===== src/rtl/int_ctrl_pkg.sv =====
// +----------------------------------------------------------------------+
// | int_ctrl_pkg : register offsets, bus FSM states and source indices    |
// | Rev 1.0                                                               |
// +----------------------------------------------------------------------+
`default_nettype none

package int_ctrl_pkg;

  localparam logic [1:0] REG_PENDING = 2'd0;
  localparam logic [1:0] REG_MASK    = 2'd1;
  localparam logic [1:0] REG_CAUSE   = 2'd2;
  localparam logic [1:0] REG_CTRL    = 2'd3;

  typedef enum logic [0:0] {
    BUS_IDLE  = 1'b0,
    BUS_ACKED = 1'b1
  } bus_state_t;

  localparam int KEYBOARD = 3;
  localparam int SWITCH   = 5;
  localparam int COUNTER  = 4;
  localparam int DISK     = 1;

endpackage

`default_nettype wire


===== src/rtl/int_ctrl_irq_sync_edge.sv =====
// +----------------------------------------------------------------------+
// | irq_sync_edge : per-source synchroniser chain and rising-edge detect  |
// | Rev 1.0                                                               |
// +----------------------------------------------------------------------+
`default_nettype none

module irq_sync_edge #(
  parameter int SYNC_STAGES = 2
) (
  input  logic clk,
  input  logic rst,
  input  logic irq_in,
  output logic rise
);

  logic [SYNC_STAGES-1:0] sync;
  logic                   hist;

  always_ff @(posedge clk) begin
    if (rst) begin
      sync <= '0;
      hist <= 1'b0;
    end else begin
      sync[0] <= irq_in;
      for (int s = 1; s < SYNC_STAGES; s++) begin
        sync[s] <= sync[s-1];
      end
      hist <= sync[SYNC_STAGES-1];
    end
  end

  assign rise = sync[SYNC_STAGES-1] & ~hist;

endmodule

`default_nettype wire


===== src/rtl/int_ctrl.sv =====
// +----------------------------------------------------------------------+
// | int_ctrl : Wishbone-programmable interrupt controller (INT / CAUSE)   |
// | Rev 1.0                                                               |
// +----------------------------------------------------------------------+
`default_nettype none

module int_ctrl
  import int_ctrl_pkg::*;
#(
  parameter int N_SRC       = 8,
  parameter int SYNC_STAGES = 2
) (
  input  logic             clk,
  input  logic             rst,
  input  logic [N_SRC-1:0] irq_in,
  input  logic             STB,
  input  logic             WE,
  input  logic [31:0]      ADDR,
  input  logic [31:0]      DAT_I,
  output logic [31:0]      DAT_O,
  output logic             ACK,
  output logic             INT,
  output logic [31:0]      CAUSE
);

  logic [N_SRC-1:0] rise;
  logic [N_SRC-1:0] pending;
  logic [N_SRC-1:0] mask;
  logic [N_SRC-1:0] act;
  logic [N_SRC-1:0] w1c;
  logic             en;

  bus_state_t       state;
  bus_state_t       state_nxt;
  logic             txn_start;
  logic             wr_commit;
  logic [1:0]       reg_sel;

  logic [31:0]      rd_data;
  logic [31:0]      pend_ext;
  logic [31:0]      mask_ext;
  logic [31:0]      cause_nxt;
  logic             int_nxt;
  logic             unused_bits;

  genvar gi;
  generate
    for (gi = 0; gi < N_SRC; gi++) begin : g_src
      irq_sync_edge #(
        .SYNC_STAGES (SYNC_STAGES)
      ) u_sync (
        .clk    (clk),
        .rst    (rst),
        .irq_in (irq_in[gi]),
        .rise   (rise[gi])
      );
    end
  endgenerate

  assign reg_sel     = ADDR[3:2];
  assign unused_bits = ^{ADDR[31:4], ADDR[1:0], DAT_I};

  // Bus handshake: a transaction starts (and any write commits) only on the IDLE->ACKED edge.
  always_ff @(posedge clk) begin
    if (rst) state <= BUS_IDLE;
    else     state <= state_nxt;
  end

  always_comb begin
    state_nxt = state;
    txn_start = 1'b0;
    case (state)
      BUS_IDLE: begin
        if (STB) begin
          state_nxt = BUS_ACKED;
          txn_start = 1'b1;
        end
      end
      BUS_ACKED: begin
        if (!STB) state_nxt = BUS_IDLE;
      end
      default: state_nxt = BUS_IDLE;
    endcase
  end

  assign ACK       = (state == BUS_ACKED);
  assign wr_commit = txn_start & WE;

  always_comb begin
    pend_ext = '0;
    mask_ext = '0;
    pend_ext[N_SRC-1:0] = pending;
    mask_ext[N_SRC-1:0] = mask;
    case (reg_sel)
      REG_PENDING: rd_data = pend_ext;
      REG_MASK:    rd_data = mask_ext;
      REG_CAUSE:   rd_data = CAUSE;
      default:     rd_data = {31'd0, en};
    endcase
  end

  assign w1c = (wr_commit && reg_sel == REG_PENDING) ? DAT_I[N_SRC-1:0] : '0;
  assign act = pending & mask & {N_SRC{en}};

  // Scan from the top so the lowest active index is the one left in cause_nxt.
  always_comb begin
    cause_nxt = '0;
    int_nxt   = |act;
    for (int i = N_SRC - 1; i >= 0; i--) begin
      if (act[i]) cause_nxt = 32'(i);
    end
  end

  always_ff @(posedge clk) begin
    if (rst) begin
      pending <= '0;
      mask    <= '0;
      en      <= 1'b0;
      DAT_O   <= '0;
      INT     <= 1'b0;
      CAUSE   <= '0;
    end else begin
      // A new edge beats a simultaneous clear of the same bit.
      pending <= (pending & ~w1c) | rise;
      if (wr_commit && reg_sel == REG_MASK) mask <= DAT_I[N_SRC-1:0];
      if (wr_commit && reg_sel == REG_CTRL) en   <= DAT_I[0];
      if (txn_start) DAT_O <= rd_data;
      INT   <= int_nxt;
      CAUSE <= cause_nxt;
    end
  end

endmodule

`default_nettype wire


===== config.mk =====
export PLATFORM = sky130hd
export DESIGN_NAME = int_ctrl
export DESIGN_NICKNAME = d
export VERILOG_FILES = /design/src/rtl/int_ctrl_pkg.sv /design/src/rtl/int_ctrl_irq_sync_edge.sv /design/src/rtl/int_ctrl.sv
export SDC_FILE = /design/constraint.sdc
export NUM_CORES = 1
export LEC_CHECK = 0
export CORE_MARGIN = 5
export CORE_UTILIZATION = 34
export CTS_CLUSTER_SIZE = 10
export DETAILED_ROUTE_END_ITERATION = 10
export GPL_TIMING_DRIVEN = 0
export PLACE_DENSITY_LB_ADDON = 0.25
export SYNTH_ARGS = -nofsm -noshare
export SYNTH_HDL_FRONTEND = slang
export SYNTH_SLANG_ARGS = --single-unit

===== constraint.sdc =====
create_clock -name clk -period 1.21 [get_ports clk]
set_input_delay 0.242 -clock clk [delete_from_list [all_inputs] [get_ports clk]]
set_output_delay 0.242 -clock clk [all_outputs]
set_load 0.05 [all_outputs]

==> run_results.csv, run 1 <==
group,metric,value,unit
die,num_rows,30,
synthesis,ys_seq_area_share,45.59,%
final_layout,nets,421,
run_status,violations,"negative setup slack",
global_routing,first_global_vias,1450,
worst_setup_path,end_kind,"register",
min_path,hold_start,"rst",
timing,slew_headroom,65.66,%
final_layout,fillers,691,
timing,slew_violations,0,
synthesis,synth_warnings,0,
routing,drt_iter0_markers,108,
worst_setup_path,arrival,1.41,ns
routing,routed_wl,4386,um
routing,avgViaCountPerCell,3.783,
clocking,clkLatencyLatePin,0.30,ns
worst_setup_path,ff2ff_setup_slack,-0.02,ns
power,fin_total_pwr,3.663,mW
power,p_leak,1.422,nW
clocking,cts_made_buffers,5,
synthesis,ys_ff_latch,54,
global_routing,grt_max_degree,17,
routing,drc,0,
timing,period_needed,1.230,ns
power,p_per_area,1205,mW/mm2
die,die_x,93.51,um
global_routing,grt_use_met2,15.90,%
global_routing,grt-busiest-layer,"met2",
worst_setup_path,start_kind,"register",
placed_design,hpwl,3429,um
final_layout,drive_gt1_share,25.43,%
routing,vias,1672,
min_path,holdPathEnd,"g_src[2].u_sync.sync[1]",
die,start_util,34.90,%
clocking,clock-sinks,54,
min_path,holdPathStages,2,
timing,fmax,812.8,MHz
global_routing,grt_overflow,0,
timing,finClkSkew,0.006125,ns
routing,drtPass1Iterations,7,
final_layout,antenna_cells,0,
clocking,cts_tree,"built",
final_layout,area_delta_synth_final,28.23,%
timing,setup_viol,8,
placed_design,io_buffers,32,
routing,route.detailed.wl_per_inst,9.923,um
global_routing,use_met1,12.41,%
global_routing,use_met3,3.218,%
clocking,cts_buffer_depth,2,
synthesis,post_synth_num_cell_types,30,
timing,worst_pin_slew,0.5151,ns
timing,finalSetupTns,-0.09603,ns
clocking,h-tree-depth,2,
die,die_area,0.008744,mm2
worst_setup_path,crit_required,1.39,ns
clocking,hold_buffers,0,
clocking,cts_root_buffer,"clkbuf_8",
timing,setup_ws,-0.02033,ns
min_path,hold_path.class,"input pin to register",
power,ir_worst_vdd,0.0005593,V
worst_setup_path,critPathKind,"register to register",
worst_setup_path,crit_fanout,8,
die,ios,142,
flow_run,maxCapViolations,0,
placed_design,gp_congestion,0.8430,
global_routing,antenna_found_initial,0,
die,core,0.006794,mm2
worst_setup_path,rr_startpoint,"ACK",
timing,hold_viol_final,0,
worst_setup_path,worstRegToRegCells,5,
global_routing,grt_pass1_wl,6824,um
synthesis,syn_inst,255,
timing,rsz0062_at_grt,"yes",
run_status,outcome,"finished with violations",
global_routing,track_usage,9.880,%
die,die_h,93.51,um
routing,ant_nets,0,
clocking,clkTransAtPathRegs,0.09,ns
timing,fin_crit_sh,101.7,%
worst_setup_path,r2r_end,"mask[5]",
synthesis,post_synth.cell_area_avg,9.298,um2
synthesis,syn-cell-area,0.002371,mm2
-- where the power goes --
group          switching, mW  internal [mW]  total (mW)
sequential            0.0305           1.83        1.87
clock                  0.563          0.463        1.03
combinational          0.521          0.251       0.772
-- state kept, by name, indices dropped and copies added, names as in the netlist --
| register | cells |
|---|---|
| g_src.u_sync.hist | 8 |
| g_src.u_sync.sync | 16 |
| ACK | 1 |
| CAUSE | 3 |
| pending | 8 |
| en | 1 |
| mask | 8 |
| INT | 1 |
| DAT_O | 8 |
-- final cells by class --
type / count / area (um2) / share of cell area (%)
plain buffers: 62 / 447.9 / 14.73
clock buffers: 6 / 82.58 / 2.716
flip-flops and latches: 54 / 1085 / 35.68
repair buffers: 33 / 260.3 / 8.560
clock inverters: 2 / 11.26 / 0.3704
well taps: 96 / 120.1 / 3.951
inverters: 8 / 30.03 / 0.9877
multi-input cells: 181 / 1003 / 33.00
-- per-layer routing --
metal	up-vias	share of wire (%)
met5	-	0
met3	2	10
met4	0	0.52
li1	900	-
met2	68	45
met1	702	44
-- placed cells by master, fill, tap and decap left out, types with 5 or more instances in the layout --
master / count
a21oi_1: 10
a22oi_1: 5
buf_2: 14
buf_4: 54
clkbuf_1: 6
clkbuf_8: 6
clkdlybuf4s50_1: 17
conb_1: 53
dfxtp_1: 53
inv_1: 8
mux2_2: 5
mux2i_1: 11
nand2_1: 16
nand2b_1: 8
nor2_1: 17
nor2b_1: 25
o21ai_1: 8
-- metrics by stage --
stage	area (um2)	setup slack [ns]	instances	utilization [%]	hold slack [ns]
2_1_floorplan	2570	-0.08305	307	-	0.3688
3_3_place_gp	3010	-0.5829	435	44.31	0.4184
5_1_grt	3040	-0.1333	442	44.75	0.2876
6_report	3040	-0.02033	442	44.75	0.2546
3_5_place_dp	3010	-0.5956	435	44.31	0.4204
4_1_cts	3052	-0.08071	443	44.92	0.2482
-- cell usage after synthesis --
cell type | number | area [um2]
conb_1 | 1 | 3.750
o221ai_1 | 1 | 8.760
mux4_2 | 1 | 22.52
buf_2 | 1 | 5.000
nand3b_1 | 1 | 7.510
nor3b_1 | 1 | 7.510
a31oi_1 | 2 | 12.51
nor2_1 | 18 | 67.56
inv_1 | 8 | 30.03
clkbuf_1 | 7 | 26.28
mux2i_1 | 11 | 110.1
buf_6 | 2 | 22.52
o21ai_1 | 1 | 5.000
and4b_1 | 1 | 10.01
a22oi_1 | 5 | 37.54
dfxtp_1 | 54 | 1081
nor2b_4 | 1 | 13.76
nand4_1 | 2 | 12.51
o211ai_1 | 1 | 7.510
nand2b_1 | 8 | 50.05
or2b_1 | 1 | 7.510
a21oi_1 | 10 | 50.05
buf_4 | 54 | 405.4
nand2_1 | 16 | 60.06
mux2_2 | 5 | 56.30
a41oi_1 | 1 | 8.760
nor2b_1 | 25 | 156.4
o21ai_0 | 10 | 50.05
nand3_1 | 5 | 25.02
a32o_1 | 1 | 10.01
-- worst max-delay path: stages, from the launching register on --
cell	delay (ns)
dfxtp_4	0.36
nor2b_4	0.14
and4b_1	0.21
buf_6	0.16
mux2i_1	0.19
nor2_1	0.05
-- kinds of logic (layout without fill, tap and decap cells) --
kind of cell / Yosys count / after routing / synth area share, %
buffers and inverters: 72 / 111 / 20.63
and+or+nand+nor: 79 / 79 / 17.63
DFF: 54 / 54 / 45.59
other: 1 / 53 / 0.1582
AOI/OAI and AO/OA: 32 / 32 / 8.021
muxes: 17 / 17 / 7.968
-- worst max path at each step --
stage | cells after the start | startpoint | end
final | 5 | ACK | mask[5]
after global routing | 5 | ACK | mask[0]
after CTS | 6 | ACK | mask[4]
after detailed placement | 6 | ADDR[2] | pending[2]
after global placement | 6 | ADDR[2] | pending[0]
after floorplan | 6 | ACK | mask[0]
-- timing repair --
action                                  CTS  global route
gates cloned                              0             0
endpoints found under the setup margin   37            16
endpoints found under the hold margin     0             0
resized for setup                        70             7
setup buffers                             1             0
pin swaps                                 0             1
(Power assumes the default switching activity.)
==> inputs of run 2 (changes only) <==
--- a/config.mk
+++ b/config.mk
@@ -7,7 +7,7 @@
 export LEC_CHECK = 0
 export CORE_MARGIN = 5
 export CORE_UTILIZATION = 34
-export CTS_CLUSTER_SIZE = 10
+export CTS_CLUSTER_SIZE = 30
 export DETAILED_ROUTE_END_ITERATION = 10
 export GPL_TIMING_DRIVEN = 0
 export PLACE_DENSITY_LB_ADDON = 0.25
==> results of run 2 <==
Final layout, timing and power as in run 1 (identical DEF).
==> inputs of run 3 (changes only) <==
==> constraint.sdc (replaced) <==
create_clock -name clk -period 1.1 [get_ports clk]
set_input_delay 0.22 -clock clk [delete_from_list [all_inputs] [get_ports clk]]
set_output_delay 0.22 -clock clk [all_outputs]
set_load 0.05 [all_outputs]
==> run 3 against run 2 <==
The run still ends with negative setup slack left. Core utilization increased by 2.2 points. Clock power increased by 9.7%. Highest routed layer is now met3. Largest power group unchanged. Count of clock-buffer cells in the layout decreased by 1. First-iteration DRC count decreased by 59%. Clock skew decreased by 0.0019 ns. Sequential share of layout area decreased by 1.4 points. Worst setup slack got worse by 0.11 ns. Routed wire length increased by 3.1%. Global-route usage increased by 0.60 points.
==> run_results.csv, run 3 (synthesis results as in run 1) <==
group,metric,value,unit
timing,hold_viol_final,0,
worst_setup_path,crit_required,1.28,ns
routing,drc,0,
run_status,outcome,"finished with violations",
clocking,hold_buffers,0,
global_routing,track_usage,10.48,%
global_routing,grt_overflow,0,
flow_run,maxCapViolations,0,
global_routing,first_global_vias,1612,
die,start_util,34.90,%
final_layout,final_common_cell,"buf_4",
routing,drt_iter0_markers,44,
clocking,clkTransAtPathRegs,0.10,ns
routing,drtPass1Iterations,4,
worst_setup_path,end_kind,"register",
final_layout,nets,425,
placed_design,io_buffers,32,
power,p_leak,1.455,nW
placed_design,hpwl,3566,um
routing,ant_nets,0,
die,num_rows,30,
worst_setup_path,critPathKind,"input pin to register",
final_layout,antenna_cells,0,
worst_setup_path,start_kind,"input pin",
placed_design,postPlaceCellArea,0.003027,mm2
clocking,cts_buffer_depth,2,
timing,period_needed,1.233,ns
timing,setup_ws,-0.1329,ns
die,die_h,93.51,um
global_routing,grt_pass1_wl,7410,um
timing,slew_violations,0,
final_layout,final_area,0.003189,mm2
worst_setup_path,crit_fanout,8,
final_layout,final_cell_mix,"63 x buf_4, 53 x conb_1, 49 x dfxtp_1",
global_routing,grt_max_degree,20,
clocking,h-tree-depth,2,
final_layout,drive_gt1_share,30.57,%
timing,slew_headroom,63.69,%
final_layout,largest_reg_flops,16,
routing,vias,1727,
global_routing,antenna_found_initial,0,
worst_setup_path,arrival,1.42,ns
die,die_x,93.51,um
routing,route.detailed.wl_per_inst,10.13,um
power,fin_total_pwr,4.074,mW
clocking,cts_root_buffer,"clkbuf_8",
run_status,violations,"negative setup slack",
clocking,cts_tree,"built",
power,ir_worst_vdd,0.0005711,V
clocking,clkLatencyLatePin,0.30,ns
clocking,cts_made_buffers,5,
routing,routed_wl,4520,um
timing,rsz0062_at_grt,"yes",
timing,finalSetupTns,-1.473,ns
timing,finClkSkew,0.004232,ns
min_path,hold_path.class,"input pin to register",
final_layout,regMostFlops,"g_src.u_sync.sync",
clocking,clock-sinks,54,
die,die_area,0.008744,mm2
timing,worst_pin_slew,0.5447,ns
die,ios,142,
timing,fin_crit_sh,112.1,%
routing,avgViaCountPerCell,3.872,
power,p_per_area,1277,mW/mm2
timing,fmax,811.1,MHz
die,core,0.006794,mm2
placed_design,gp_congestion,0.8530,
final_layout,area_delta_synth_final,34.51,%
timing,setup_viol,18,
timing,hold-worst-slack,0.2450,ns
-- run 3: cell count changes in the layout (fill, tap and decap cells not counted), sizes merged --
cell / previous run / this run
buf: 70 / 73
clkbuf: 12 / 13
clkinv: 1 / 2
dlygate4sd2: 2 / 1
-- run 3: routing by layer --
| layer | track usage, % | routed length [um] |
|---|---|---|
| met5 | 0 | 0 |
| met4 | 2.198 | 0 |
| met3 | 2.977 | 373 |
| met2 | 17.63 | 2189 |
| met1 | 13.32 | 1957 |
-- run 3: stage by stage --
| step | worst slack, ns | utilization (%) | cells |
|---|---|---|---|
| after global placement | -0.6786 | 44.55 | 435 |
| after global routing | -0.2028 | 46.94 | 446 |
| final | -0.1329 | 46.94 | 446 |
| after detailed placement | -0.6634 | 44.55 | 435 |
| after floorplan | -0.1930 | - | 307 |
| after CTS | -0.2063 | 46.02 | 445 |
-- run 3: layout make-up --
cell class,instances,area (um2)
Fill cell,679,3605
Sequential cell,54,1092
Multi-Input combinational cell,181,1056
Buffer,62,450.4
Timing Repair Buffer,37,342.8
Tap cell,96,120.1
Clock buffer,5,68.82
Inverter,8,30.03
Clock inverter,3,28.78
-- run 3: what timing repair did --
item | in CTS | in global routing
resized for setup | 93 | 22
setup endpoints to repair | 38 | 36
pin swaps | 1 | 0
buffers inserted | 3 | 3
-- run 3: report_power, final --
group,internal [mW],switching (mW),total (mW)
clock network,0.472,0.659,1.13
registers,2.02,0.0383,2.05
logic,0.300,0.587,0.887
total,2.79,1.28,4.07
-- run 3: worst paths after layout --
path                            from                      end  slack [ns]  cells past startpoint
min                              rst  g_src[2].u_sync.sync[1]        0.25                      2
min reg2reg  g_src[3].u_sync.sync[0]  g_src[3].u_sync.sync[1]        0.44                      1
max                               WE                  mask[6]       -0.13                      5
max reg2reg                      ACK                  mask[6]       -0.13                      5
-- run 3: worst max-delay path, cell delays in order --
cell and delay (ns):
clkdlybuf4s50_1 0.55, and4b_1 0.23, buf_6 0.16, mux2i_1 0.19
nor2_1 0.06
